[src/rtl/axi_read_arbiter.sv]
// Two-master AXI4 read arbiter: shares one slave AR/R port between M0 (fetch) and M1 (data),
// with round-robin on ties and a single read transaction in flight at a time.
module axi_read_arbiter #(
  parameter int ID_W  = 4,
  parameter int IDS_W = 8
) (
  input  logic             ACLK,
  input  logic             ARESETn,
  // M0 (instruction fetch)
  input  logic [ID_W-1:0]  M0_ARID,
  input  logic [31:0]      M0_ARADDR,
  input  logic [3:0]       M0_ARLEN,
  input  logic [2:0]       M0_ARSIZE,
  input  logic [1:0]       M0_ARBURST,
  input  logic             M0_ARVALID,
  output logic             M0_ARREADY,
  output logic [ID_W-1:0]  M0_RID,
  output logic [31:0]      M0_RDATA,
  output logic [1:0]       M0_RRESP,
  output logic             M0_RLAST,
  output logic             M0_RVALID,
  input  logic             M0_RREADY,
  // M1 (data access)
  input  logic [ID_W-1:0]  M1_ARID,
  input  logic [31:0]      M1_ARADDR,
  input  logic [3:0]       M1_ARLEN,
  input  logic [2:0]       M1_ARSIZE,
  input  logic [1:0]       M1_ARBURST,
  input  logic             M1_ARVALID,
  output logic             M1_ARREADY,
  output logic [ID_W-1:0]  M1_RID,
  output logic [31:0]      M1_RDATA,
  output logic [1:0]       M1_RRESP,
  output logic             M1_RLAST,
  output logic             M1_RVALID,
  input  logic             M1_RREADY,
  // SRAM slave
  output logic [IDS_W-1:0] S_ARID,
  output logic [31:0]      S_ARADDR,
  output logic [3:0]       S_ARLEN,
  output logic [2:0]       S_ARSIZE,
  output logic [1:0]       S_ARBURST,
  output logic             S_ARVALID,
  input  logic             S_ARREADY,
  input  logic [IDS_W-1:0] S_RID,
  input  logic [31:0]      S_RDATA,
  input  logic [1:0]       S_RRESP,
  input  logic             S_RLAST,
  input  logic             S_RVALID,
  output logic             S_RREADY
);

  typedef enum logic [1:0] {IDLE, ADDR, DATA} state_t;

  state_t state_q, state_d;
  logic   grant_q, grant_d;
  logic   last_grant_q, last_grant_d;

  logic            sel_arvalid;
  logic [ID_W-1:0] sel_arid;
  logic [31:0]     sel_araddr;
  logic [3:0]      sel_arlen;
  logic [2:0]      sel_arsize;
  logic [1:0]      sel_arburst;
  logic            sel_rready;

  assign sel_arvalid = grant_q ? M1_ARVALID : M0_ARVALID;
  assign sel_arid    = grant_q ? M1_ARID    : M0_ARID;
  assign sel_araddr  = grant_q ? M1_ARADDR  : M0_ARADDR;
  assign sel_arlen   = grant_q ? M1_ARLEN   : M0_ARLEN;
  assign sel_arsize  = grant_q ? M1_ARSIZE  : M0_ARSIZE;
  assign sel_arburst = grant_q ? M1_ARBURST : M0_ARBURST;
  assign sel_rready  = grant_q ? M1_RREADY  : M0_RREADY;

  // Routing relies on grant_q alone; the grant bit echoed in S_RID is deliberately ignored.
  logic unused_rid_hi;
  assign unused_rid_hi = ^S_RID[IDS_W-1:ID_W];

  // last_grant resets to M1 so that M0 wins the first tie.
  always_ff @(posedge ACLK or negedge ARESETn) begin
    if (!ARESETn) begin
      state_q      <= IDLE;
      grant_q      <= 1'b0;
      last_grant_q <= 1'b1;
    end else begin
      state_q      <= state_d;
      grant_q      <= grant_d;
      last_grant_q <= last_grant_d;
    end
  end

  always_comb begin
    state_d      = state_q;
    grant_d      = grant_q;
    last_grant_d = last_grant_q;

    M0_ARREADY = 1'b0; M0_RID = '0; M0_RDATA = '0; M0_RRESP = '0; M0_RLAST = 1'b0; M0_RVALID = 1'b0;
    M1_ARREADY = 1'b0; M1_RID = '0; M1_RDATA = '0; M1_RRESP = '0; M1_RLAST = 1'b0; M1_RVALID = 1'b0;
    S_ARID = '0; S_ARADDR = '0; S_ARLEN = '0; S_ARSIZE = '0; S_ARBURST = '0;
    S_ARVALID = 1'b0; S_RREADY = 1'b0;

    unique case (state_q)
      IDLE: begin
        if (M0_ARVALID || M1_ARVALID) begin
          state_d = ADDR;
          if (M0_ARVALID && M1_ARVALID) grant_d = ~last_grant_q;
          else                          grant_d = M1_ARVALID;
        end
      end

      ADDR: begin
        S_ARVALID            = sel_arvalid;
        S_ARID[ID_W]         = grant_q;
        S_ARID[ID_W-1:0]     = sel_arid;
        S_ARADDR             = sel_araddr;
        S_ARLEN              = sel_arlen;
        S_ARSIZE             = sel_arsize;
        S_ARBURST            = sel_arburst;
        if (grant_q) M1_ARREADY = S_ARREADY;
        else         M0_ARREADY = S_ARREADY;
        if (sel_arvalid && S_ARREADY) begin
          last_grant_d = grant_q;
          state_d      = DATA;
        end
      end

      DATA: begin
        S_RREADY = sel_rready;
        if (grant_q) begin
          M1_RVALID = S_RVALID; M1_RID = S_RID[ID_W-1:0]; M1_RDATA = S_RDATA;
          M1_RRESP  = S_RRESP;  M1_RLAST = S_RLAST;
        end else begin
          M0_RVALID = S_RVALID; M0_RID = S_RID[ID_W-1:0]; M0_RDATA = S_RDATA;
          M0_RRESP  = S_RRESP;  M0_RLAST = S_RLAST;
        end
        if (S_RVALID && sel_rready && S_RLAST) state_d = IDLE;
      end

      default: state_d = IDLE;
    endcase
  end

endmodule

[config.mk]
export PLATFORM = sky130hd
export DESIGN_NAME = axi_read_arbiter
export DESIGN_NICKNAME = d
export VERILOG_FILES = /design/src/rtl/axi_read_arbiter.sv
export SDC_FILE = /design/constraint.sdc
export NUM_CORES = 1
export LEC_CHECK = 0
export CAP_MARGIN = 10
export CORE_AREA = 2 2 105 107
export CTS_CLUSTER_SIZE = 24
export DETAILED_ROUTE_END_ITERATION = 6
export DIE_AREA = 0 0 107 109
export MAX_ROUTING_LAYER = met4
export PLACE_DENSITY = 0.62
export SETUP_SLACK_MARGIN = 0.4
export SYNTH_ARGS = -nofsm -noshare
export SYNTH_HDL_FRONTEND = slang
export SYNTH_SLANG_ARGS = --single-unit
[constraint.sdc]
create_clock -name ACLK -period 1.91 [get_ports ACLK]
set_clock_uncertainty 0.1 [all_clocks]
set_input_delay 0.2865 -clock ACLK [delete_from_list [all_inputs] [get_ports ACLK]]
set_output_delay 0.2865 -clock ACLK [all_outputs]
set_load 0.05 [all_outputs]
==> flow_summary.yaml <==
run_status:
  status: "finished, final reports clean"
synth:
  seq_area_frac_synth_pct: 6.62
  synthTopCellsByArea: "and2_1, mux2i_1, nor2_1"
  synth_edf_count: 0
  ys_top_cells_by_count: "and2_1, nor2_1, mux2i_1, clkbuf_2, buf_2"
  synth-seq-cells: 4
  netlist_area_um2: 1530
  yosysMostFrequentCell: "and2_1"
  ys_warn_count: 0
  synth_cell_type_count: 22
  syn_avg_cell_area_um2: 6.92
  yosysTopAreaCell: "and2_1"
  synthCells: 221
  async_reset_ff_share_pct: 100
  synth_top_flop_cell: "dfrtp_1"
  synth_top_area_share_pct: 33.1
global_routing:
  grt_max_degree: 41
  antenna_found_initial: 0
  grt_pass1_vias: 2926
  grt_usage_pct: 18.3
  grt_pass1_wl_um: 15900
  grt_overflow: 0
floorplan:
  dieHeight_um: 109
  dieArea_um2: 11700
  initial_core_util_pct: 14.4
  io_pins: 274
  fp.coreArea_um2: 10600
  die_w_um: 107
  rows: 38
clock_tree:
  clockRootBuffer: "clkbuf_8"
  clkSinkCount: 4
  cts_tree: "done"
  htree_levels: 1
  cts_buffers: 3
  worstSkewPairLatency_ps: 220
  clock_path_buffers: 2
  clkTransAtPathRegs_ps: 30
detailed_routing:
  wl_per_cell_um: 17.9
  drc: 0
  dr_total_vias: 2706
  drtAntennaViolNets: 0
  routed_wirelength_um: 11600
  drtIter0Drc: 63
  vias_per_cell: 4.20
  firstDrtPassIters: 4
layout:
  nFillCells: 769
  drive_gt1_share_pct: 69.5
  insertedDiodeCount: 0
  areaGrowthSynthToFinish_pct: 361
  nets: 647
  final_util_pct: 66.5
pwr:
  swShare_pct: 50.3
  pwr-share-seq_pct: 1.9
  p_int_w: 0.00497
  total_power_w: 0.0100
  power_leakage_nw: 2.73
  combPwrFrac_pct: 96.2
  p_sw_w: 0.00504
  p_per_area_nw_per_um2: 1420
  ir_drop_mv: 0.982
  clkPwrFrac_pct: 1.9
timing:
  setup_viol: 0
  fin_crit_sh_pct: 99.9
  worst_slack_ps: 2.04
  finalMaxSlewViolations: 0
  fmax_ghz: 0.524
  hold_viol: 0
  min_period_ps: 1910
  rsz0062_at_grt: "yes"
worst_setup_path:
  cp-end-kind: "output port"
  worstSetupStartpointType: "flop"
  worstPathRequired_ps: 1520
  path_class: "flop to output port"
  cp_max_fo: 6
  worstPathArrival_ps: 1520
place:
  portBuffers: 266
  pre_cts_slack_ps: 110
  hpwl_um: 8030
  routabilityCongestion: 0.767
flow_run:
  drv_cap: 0
min_path:
  min_path_type: "primary input to async pin"
[through the flow]
stage / instance area [µm²] / TNS, ps / hold slack (ps) / instances
after CTS: 6600 / -148 / 178 / 640
after detailed placement: 5730 / 0 / 412 / 616
final: 7050 / 0 / 182 / 645
after global routing: 7050 / -1360 / 189 / 645
after global placement: 5730 / 0 / 402 / 616
after floorplan: 2000 / 0 / -109 / 223
[final timing paths]
kind,start,endpoint,slack (ps),depth (start not counted)
max,grant_q,S_ARADDR[21],2,6
min,ARESETn,grant_q,180,1
max reg2reg,grant_q,last_grant_q,250,6
min reg2reg,state_q[1],state_q[0],410,1
max in group asynchronous,ARESETn,last_grant_q,1280,1
min in group ACLK,state_q[1],state_q[0],410,1
[power groups by stage]
stage          logic, W  clock network, W  registers (W)
6_report        0.00963          0.000190       0.000192
5_1_grt         0.00997          0.000204       0.000200
4_1_cts         0.00878          0.000196       0.000190
3_5_place_dp    0.00720                 0       0.000198
3_3_place_gp    0.00714                 0       0.000194
2_1_floorplan   0.00457                 0       0.000168
[per-layer routing]
metal  GRT usage [%]  routed length, µm  vias to the layer above
met2            36.4               6620                      149
met4            2.60                 63                        0
met5               -                  0                        -
met1            18.6               3990                     1264
met3            4.30                889                        6
li1                -                  -                     1287
[flip-flops by register name (all words and copies together), names as in the netlist]
| name | count |
|---|---|
| state_q | 2 |
| grant_q | 1 |
| last_grant_q | 1 |
[kinds of logic (layout without fill, tap and decap cells)]
logic type	count (synthesis)	after routing	share of synthesized area, %
simple gates	142	142	50.0
mux	48	48	32.1
buf+inv	23	305	9.57
flops	4	4	6.62
compound gates	3	3	1.55
other cells	1	3	0.245
[what timing repair did]
item / 4_1_cts / 5_1_grt
setup buffers: 12 / 1
pin swaps: 11 / 48
gates resized for setup: 132 / 81
endpoints found under the setup margin: 130 / 132
endpoints found under the hold margin: 0 / 0
cloned: 8 / 4
hold buffers: 0 / 0
[cell type report]
type                    count  area, µm²  area share [%]
clock buffers               4       45.0           0.639
inverters                   1       3.75          0.0532
multi-input cells         196       2330            33.0
flip-flops and latches      4        105            1.49
well taps                 140        175            2.48
repair buffers            300       4390            62.3
[worst max-delay path: stages, from the launching register on]
cell	delay, ps
dfrtp_2	430
buf_6	130
buf_12	140
buf_16	150
mux2i_4	190
nor2_4	100
buf_8	150
[cell usage in the layout, fill, tap and decap left out]
cell	instances
conb_1	3
mux2i_1	6
buf_6	18
nand2b_4	2
nor2_2	6
inv_1	1
mux2_4	2
and2b_2	1
and3_4	1
nor2_1	2
nor3_1	1
clkbuf_8	3
and3_2	1
dfrtp_2	3
a32o_1	1
clkdlybuf4s50_1	136
and2_4	61
buf_12	107
nor2_4	43
a311oi_2	1
mux2i_2	1
clkbuf_1	1
dfstp_2	1
mux2i_4	39
nand2_1	3
nand3_4	1
buf_16	8
buf_4	5
clkbuf_16	4
and2_2	20
buf_8	22
o21ai_2	1
No activity file was read; power rests on OpenSTA's default activity.
